==> src/rtl/imem_loader.sv <==
// Byte-stream program loader: assembles big-endian words and writes them
// into instruction memory while holding the core in reset.
module imem_loader #(
    parameter int          ADDR_WIDTH = 8,
    parameter logic [31:0] START_ADDR = 32'h0000_0000
) (
    input  logic                  clk,
    input  logic                  reset,
    input  logic                  load_start,
    input  logic [ADDR_WIDTH:0]   load_len,
    input  logic                  byte_valid,
    input  logic [7:0]            byte_data,
    output logic                  byte_ready,
    output logic                  imem_we,
    output logic [31:0]           imem_addr,
    output logic [31:0]           imem_wdata,
    output logic                  cpu_hold,
    output logic                  busy,
    output logic                  done,
    output logic                  error
);

    localparam int LW = ADDR_WIDTH + 1;
    localparam logic [LW-1:0] DEPTH = {1'b1, {ADDR_WIDTH{1'b0}}};

    typedef enum logic [1:0] {
        IDLE,
        RECV,
        WRITE,
        DONE
    } state_e;

    state_e         state_q, state_d;
    logic [LW-1:0]  len_q, len_d;
    logic [LW-1:0]  word_cnt_q, word_cnt_d;
    logic [1:0]     byte_cnt_q, byte_cnt_d;
    logic [23:0]    shift_q, shift_d;
    logic [31:0]    addr_q, addr_d;
    logic [31:0]    wdata_q, wdata_d;
    logic           error_q, error_d;

    always_comb begin
        state_d    = state_q;
        len_d      = len_q;
        word_cnt_d = word_cnt_q;
        byte_cnt_d = byte_cnt_q;
        shift_d    = shift_q;
        addr_d     = addr_q;
        wdata_d    = wdata_q;
        error_d    = error_q;
        unique case (state_q)
            IDLE: begin
                if (load_start) begin
                    if (load_len > DEPTH) begin
                        error_d = 1'b1;
                    end else begin
                        error_d = 1'b0;
                        if (load_len == '0) begin
                            state_d = DONE;
                        end else begin
                            len_d      = load_len;
                            word_cnt_d = '0;
                            byte_cnt_d = '0;
                            state_d    = RECV;
                        end
                    end
                end
            end
            RECV: begin
                if (byte_valid) begin
                    shift_d    = {shift_q[15:0], byte_data};
                    byte_cnt_d = byte_cnt_q + 2'd1;
                    // Fourth byte: latch the write bundle so it holds afterwards
                    if (byte_cnt_q == 2'd3) begin
                        wdata_d = {shift_q, byte_data};
                        addr_d  = START_ADDR + (32'(word_cnt_q) << 2);
                        state_d = WRITE;
                    end
                end
            end
            WRITE: begin
                word_cnt_d = word_cnt_q + LW'(1);
                if (word_cnt_q + LW'(1) == len_q) begin
                    state_d = DONE;
                end else begin
                    state_d = RECV;
                end
            end
            DONE: begin
                state_d = IDLE;
            end
            default: begin
                state_d = IDLE;
            end
        endcase
    end

    always_ff @(posedge clk) begin
        if (reset) begin
            state_q    <= IDLE;
            len_q      <= '0;
            word_cnt_q <= '0;
            byte_cnt_q <= '0;
            shift_q    <= '0;
            addr_q     <= START_ADDR;
            wdata_q    <= '0;
            error_q    <= 1'b0;
        end else begin
            state_q    <= state_d;
            len_q      <= len_d;
            word_cnt_q <= word_cnt_d;
            byte_cnt_q <= byte_cnt_d;
            shift_q    <= shift_d;
            addr_q     <= addr_d;
            wdata_q    <= wdata_d;
            error_q    <= error_d;
        end
    end

    assign byte_ready = (state_q == RECV);
    assign imem_we    = (state_q == WRITE);
    assign imem_addr  = addr_q;
    assign imem_wdata = wdata_q;
    assign cpu_hold   = (state_q == RECV) || (state_q == WRITE);
    assign busy       = (state_q != IDLE);
    assign done       = (state_q == DONE);
    assign error      = error_q;

endmodule

==> config.mk <==
export PLATFORM = sky130hd
export DESIGN_NAME = imem_loader
export DESIGN_NICKNAME = d
export VERILOG_FILES = /design/src/rtl/imem_loader.sv
export SDC_FILE = /design/constraint.sdc
export NUM_CORES = 1
export LEC_CHECK = 0
export CORE_ASPECT_RATIO = 1.2
export CORE_MARGIN = 2
export CORE_UTILIZATION = 56
export CTS_BUF_LIST = sky130_fd_sc_hd__clkbuf_8
export CTS_CLUSTER_SIZE = 16
export DETAILED_ROUTE_END_ITERATION = 6
export GPL_TIMING_DRIVEN = 1
export PLACE_DENSITY = 0.88
export SLEW_MARGIN = 20
export SYNTH_ARGS = -nofsm -noshare
export SYNTH_HDL_FRONTEND = slang
export SYNTH_SLANG_ARGS = --single-unit
==> constraint.sdc <==
create_clock -name clk -period 3.8 [get_ports clk]
set_clock_uncertainty 0.15 [all_clocks]
set_input_delay 0.95 -clock clk [delete_from_list [all_inputs] [get_ports clk]]
set_output_delay 0.95 -clock clk [all_outputs]
set_load 0.01 [all_outputs]
==> impl_metrics.yaml <==
clock_network:
  cts_resized: 0
  cts_tree: "yes"
  cts.sinks: 88
  cts_buffer_depth: 2
  clk_latency_ps: 350
  hold_buffers: 0
  cts_buffers: 9
  clkTransAtPathRegs_ps: 90
  htreeDepth: 3
  clockRootBuffer: "clkbuf_8"
  post-cts-setup-buffer-count: 0
detailed_routing:
  routed_wl_um: 8426
  wl_per_cell_um: 13.00
  ant_nets: 0
  drtPass1Iterations: 4
  routed_via_density: 5.310
  drc_errors: 0
  vias: 3441
  drtIter0Drc: 177
synthesis:
  yosysTopAreaCell: "dfxtp_1"
  syn_area_per_cell_um2: 7.704
  ys.flop_type: "dfxtp_1"
  ys_types: 53
  async_reset_ff_share_pct: 0
  netlist_instances: 509
  synthesis.area_mm2: 0.003921
  synth_area_leaders: "dfxtp_1 45%, nand2_1 16%, a21oi_1 11%, buf_4 5.0%, ha_1 2.6%"
  synth-seq-cells: 88
  synthDominantCellAreaShare_pct: 44.93
  ys_seq_area_share_pct: 44.93
  synth-edff-count: 0
  ys_warn_count: 0
place:
  gp_congestion: 0.9347
  dp_hpwl_um: 5741
  post-place-ws_ps: 340.7
  io_buffers: 67
cells_and_area:
  fin_nets: 585
  multiInputGateArea_mm2: 0.001888
  mostFrequentLayoutCell: "nand2_1"
  drive_gt1_share_pct: 5.526
  area_delta_synth_final_pct: 18.95
  fillers: 567
  antenna_cells: 0
  seq_area_mm2: 0.001762
  final_cell_mix: "164 x nand2_1, 88 x dfxtp_1, 86 x a21oi_1"
floorplan:
  die_w_um: 80.39
  core_mm2: 0.006813
  io_pins: 91
  rows: 33
  die_area_mm2: 0.007691
  fp.dieH_um: 95.67
  start_util_pct: 57.56
worst_setup_path:
  required_ps: 2700
  cp_max_fo: 9
  worst_setup_path_start_kind: "flip-flop"
  worstRegToRegCells: 6
  crit_type: "flip-flop to output port"
  cp_data_arrival_time_ps: 2020
  end_kind: "output port"
global_route:
  grt_pass1_vias: 3067
  grt_pass1_wl_um: 13700
  grt_use_total_pct: 22.68
  antenna_found_initial: 0
  grt_max_degree: 88
  gr-total-overflow: 0
min_path:
  hold_class: "flip-flop to flip-flop"
  hold-path-cell-count: 2
sta:
  fin_tns_setup_ps: 0
  tightest_slew_ps: 853.2
  rsz0062_at_grt: "false"
  slew_headroom_pct: 43.12
  slew_viol_final: 0
  max_freq_ghz: 0.3208
  setup_viol: 0
  holdWs_ps: 305.5
  hold_viol: 0
  fin_crit_sh_pct: 82.04
  setup_slack_ps: 682.5
  period_minus_slack_ps: 3117
pwr:
  power_density_mw_per_mm2: 444.3
  finalPower_uw: 2072
  vdd_ir_drop_max_uv: 422.6
  p_leak_uw: 0.001625
outcome:
  outcome: "finished clean"
job:
  drv_cap: 0
## through the flow
step | instance area, µm² | util [%] | cells
CTS | 4664 | 68.47 | 648
global route | 4664 | 68.47 | 648
detailed placement | 4484 | 65.82 | 632
finish | 4664 | 68.47 | 648
global placement | 4484 | 65.82 | 632
floorplan | 4004 | - | 531
## per-layer routing
layer / global-route usage (%) / up-vias / wire, µm
met5: 0 / - / 0
met4: 8.051 / 0 / 170
met3: 5.966 / 16 / 457
met2: 41.53 / 113 / 4492
met1: 25.07 / 1584 / 3305
li1: - / 1728 / -
## worst paths after layout
path | from | endpoint | slack (ps)
setup / recovery | state_q[0]$_SDFFE_PP0P_ | busy | 680
hold / removal | imem_wdata[20]$_SDFFE_PP0P_ | imem_wdata[20]$_SDFFE_PP0P_ | 310
setup reg to reg | word_cnt_q[0]$_SDFFE_PP0P_ | state_q[1]$_SDFFE_PP0P_ | 1370
hold reg to reg | imem_wdata[20]$_SDFFE_PP0P_ | imem_wdata[20]$_SDFFE_PP0P_ | 310
## area by class of cell
cell class              instances  area share [%]
multi-input cells             378           40.48
flip-flops and latches         88           37.77
repair buffers                 71           14.91
clock buffers                  10           2.951
well taps                      87           2.334
clock inverters                 6          0.9120
inverters                       8          0.6438
## flip-flops by register name, indices dropped and copies added (netlist names)
signal,flops
word_cnt_q,9
imem_addr,9
len_q,9
shift_q,24
imem_wdata,32
byte_cnt_q,2
error,1
state_q,2
## logic make-up after synthesis
kind of cell	synth area share, %
adder cells (fa/ha/maj)	2.553
XOR/XNOR	1.787
AO/OA/AOI/OAI	17.23
multiplexers	0.5424
buffers and inverters	9.030
AND/OR/NAND/NOR	23.84
flip-flops	44.93
other	0.09563
## Yosys cell counts (all sizes together) (4+ instances only)
master,instances
nand2,165
dfxtp,88
a21oi,86
buf,33
clkbuf,24
nor2,13
o21ai,11
ha,8
inv,7
nand3,7
and2,5
xnor2,5
and3,4
nand2b,4
nor3,4
## power by group
group	internal, µW	total, µW	switching [µW]	leakage [µW]
Combinational	193	479	286	0.000826
Clock	256	592	336	0.0000887
Sequential	962	1000	40.3	0.000710
Total	1410	2070	662	0.00162
## critical path: stages (launching register included)
cell and delay, ps:
dfxtp_1 350, inv_1 90, ha_1 350, clkinv_1 310, clkdlybuf4s50_1 560
No activity file was read; power rests on OpenSTA's default activity.
==> variant 1: new RTL, same settings <==
Register the output `error` once more, cleared by the reset; this adds one clock of latency there. The other outputs are not delayed to match.
--- a/src/rtl/imem_loader.sv
+++ b/src/rtl/imem_loader.sv
@@ -125,5 +125,11 @@
     assign busy       = (state_q != IDLE);
     assign done       = (state_q == DONE);
-    assign error      = error_q;
+    always_ff @(posedge clk) begin
+        if (reset) begin
+            error <= '0;
+        end else begin
+            error <= error_q;
+        end
+    end
 
 endmodule
Check against the original RTL: not equivalent (Yosys sat finds a counterexample within 4 cycles, from zero or initial values and one cycle with reset high).
==> variant 1 against the unedited design <==
Final area rose by 0.35%. Core utilization rose by 0.66 points. First-iteration DRC count rose by 27%. Sequential share of layout area rose by 0.30 points. Total power rose by 7.9%. Routed wire length rose by 1.7%. Synthesized area fell by 1.5%. Sequential cell count rose by 1. Die area fell by 1.4%. Cell count fell by 1.4%. Global-route usage rose by 0.94 points. Worst setup slack got worse by 0.15 ns. Non-clock buffer count rose by 1.
==> variant 1: results <==
set metrics [dict create \
    seq_area_frac_synth_pct 46.1 \
    gr-usage-all-layers_pct 23.6 \
    drive_gt1_share_pct 5.25 \
    via_per_inst 5.30 \
    path_max_fanout 4 \
    peakVddDrop_uv 325 \
    rr_worst_depth 7 \
    crit_path_end "state_q[1]$_SDFFE_PP0P_" \
    detailedRoute.firstPassIterationCount 5 \
    met3_usage_pct 4.59 \
    fin_nets 576 \
    nFillCells 543 \
    internal_power_w 0.00156 \
    synthAdderAreaFrac_pct 2.59 \
    synth.area.top_cells "dfxtp_1, nand2_1, a21oi_1" \
    cts-buffers-inserted 9 \
    worst_pin_slew_ns 0.785 \
    grt_max_degree 48 \
    hold_ws_ns 0.307 \
    wl_met3_um 416 \
    grt_pass1_vias 3077 \
    synth_compound_area_share_pct 16.5 \
    status "completed" \
    whs_endpoint "imem_wdata[17]$_SDFFE_PP0P_" \
    wl_met1_um 3380 \
    place_congestion 0.841 \
    synth_cell_type_count 44 \
    crit_arrival_ns 3.40 \
    cp_slowest_stage_delay_ns 0.42 \
    wl_met2_um 4620 \
    use_met2_pct 42.6 \
    synthMuxAreaShare_pct 0.551 \
    crit_start "load_len[3]" \
    routed_wl_um 8570 \
    reg2reg_slack_ns 1.45 \
    worstHoldStart "imem_wdata[17]$_SDFFE_PP0P_" \
    grt_pass1_wl_um 14200 \
    r2r-end "state_q[1]$_SDFFE_PP0P_" \
    drt-initial-drc-count 224 \
    synth_commonest_cells "nand2_1, dfxtp_1, a21oi_1, buf_4, clkbuf_1" \
    hpwl_um 5940 \
    worstReg2RegStart "state_q[1]$_SDFFE_PP0P_" \
    leakage_nw 1.64 \
]
-- variant 1: cell count changes in the layout (fill, tap and decap cells not counted), sizes merged, moves of 2 or more --
cell and change:
and2 -3, inv +3, bufinv +2, clkinvlp -2
clkinv -2, xnor2 +5, nand4 -3, a21oi -2
o2111a -2, nand2b -3
-- variant 1: layout make-up --
type                    instances  area (um^2)  share of cell area [%]
clock buffers                  10          138                    2.94
clock inverters                 6         97.6                    2.09
inverters                       9         33.8                   0.722
multi-input cells             366         1820                    38.8
flip-flops and latches         89         1780                    38.1
well taps                      87          109                    2.33
repair buffers                 72          703                    15.0
-- variant 1: per-stage QoR --
step / cell area [um^2] / power [W] / worst slack [ns] / cells / utilization, %
global route: 4680 / 0.00234 / 0.320 / 639 / 69.1
finish: 4680 / 0.00224 / 0.528 / 639 / 69.1
CTS: 4680 / 0.00224 / 0.571 / 639 / 69.1
detailed placement: 4450 / 0.00151 / 0.223 / 623 / 65.7
floorplan: 3950 / 0.00137 / 1.01 / 519 / -
global placement: 4450 / 0.00149 / 0.399 / 623 / 65.7
-- variant 1: worst max-delay path: cells and delay by family --
kind,cells,cell delay (ns)
AO/OA/AOI/OAI,4,1.10
AND/OR/NAND/NOR,3,0.66
buffers and inverters,1,0.42
adder cells (fa/ha/maj),1,0.26
-- variant 1: power groups by stage --
| stage | combinational (W) | sequential, W | clock [W] |
|---|---|---|---|
| after floorplan | 0.000351 | 0.00102 | 0 |
| after global placement | 0.000460 | 0.00103 | 0 |
| after detailed placement | 0.000476 | 0.00103 | 0 |
| after CTS | 0.000479 | 0.00101 | 0.000757 |
| after global routing | 0.000529 | 0.00101 | 0.000794 |
| final | 0.000481 | 0.00101 | 0.000745 |
==> variant 2: new RTL, same flow settings <==
Made on the original files. `ADDR_WIDTH`: 8 -> 9.
--- a/src/rtl/imem_loader.sv
+++ b/src/rtl/imem_loader.sv
@@ -2,5 +2,5 @@
 // into instruction memory while holding the core in reset.
 module imem_loader #(
-    parameter int          ADDR_WIDTH = 8,
+    parameter int          ADDR_WIDTH = 9,
     parameter logic [31:0] START_ADDR = 32'h0000_0000
 ) (
Interface: changed (resized load_len); port bits go from 91 to 92. No check against the original RTL was run, so the function may have changed too.
==> variant 2 against the unedited design <==
First-iteration DRC count rose by 52%. Worst setup slack improved by 0.057 ns. Sequential share of layout area rose by 0.53 points. Routed wire length rose by 3.2%. Sequential cell count rose by 3. Total power fell by 0.36%. Synthesized area rose by 1.8%. Final area rose by 2.0%. Critical path type unchanged. Largest power group unchanged.
==> variant 2: results <==
set metrics [dict create \
    clk_share_pct 3.55 \
    synth_compound_area_share_pct 14.8 \
    multi_input_comb_cells 373 \
    crit_path_end "imem_we" \
    gr-usage-all-layers_pct 23.2 \
    utilization_pct 69.4 \
    cp_slowest_stage_delay_ns 0.65 \
    synthMuxAreaShare_pct 2.76 \
    seq_power_share_pct 49.9 \
    cts_sinks 91 \
    via_per_inst 5.42 \
    nClkBuffers 9 \
    port_buffers 69 \
    reg2reg_slack_ns 1.56 \
    seq_area_um2 1820 \
    path_max_fanout 14 \
    nonClockBufferCount 75 \
    status "completed" \
    use_met1_pct 25.9 \
    synth_cell_type_count 47 \
    power_switching_w 0.000653 \
    leakage_nw 1.66 \
    drt-initial-drc-count 269 \
    synth_commonest_cells "nand2_1, dfxtp_1, a21oi_1, buf_4, clkbuf_1" \
    wl_met2_um 4580 \
    hold_ws_ns 0.307 \
    grt_max_degree 92 \
    grt_pass1_vias 3254 \
    use_met2_pct 42.8 \
    grt_pass1_wl_um 14200 \
    place_congestion 0.804 \
]
==> variant 2: changes by cell type in the layout (fill, tap and decap cells not counted), moves of 4 or more <==
cell / before / now
nor3_1: 4 / 8
a21oi_1: 86 / 80
nand2_1: 164 / 149
mux2i_1: 1 / 11
nor2_1: 13 / 19
==> variant 2: worst min path at each step <==
stage,from,end,cells after the start
floorplan,shift_q[16]$_SDFFE_PP0P_,imem_wdata[24]$_SDFFE_PP0P_,2
global placement,shift_q[23]$_SDFFE_PP0P_,shift_q[23]$_SDFFE_PP0P_,2
detailed placement,shift_q[23]$_SDFFE_PP0P_,imem_wdata[31]$_SDFFE_PP0P_,2
CTS,shift_q[23]$_SDFFE_PP0P_,imem_wdata[31]$_SDFFE_PP0P_,2
global route,imem_wdata[9]$_SDFFE_PP0P_,imem_wdata[9]$_SDFFE_PP0P_,2
finish,imem_wdata[31]$_SDFFE_PP0P_,imem_wdata[31]$_SDFFE_PP0P_,2
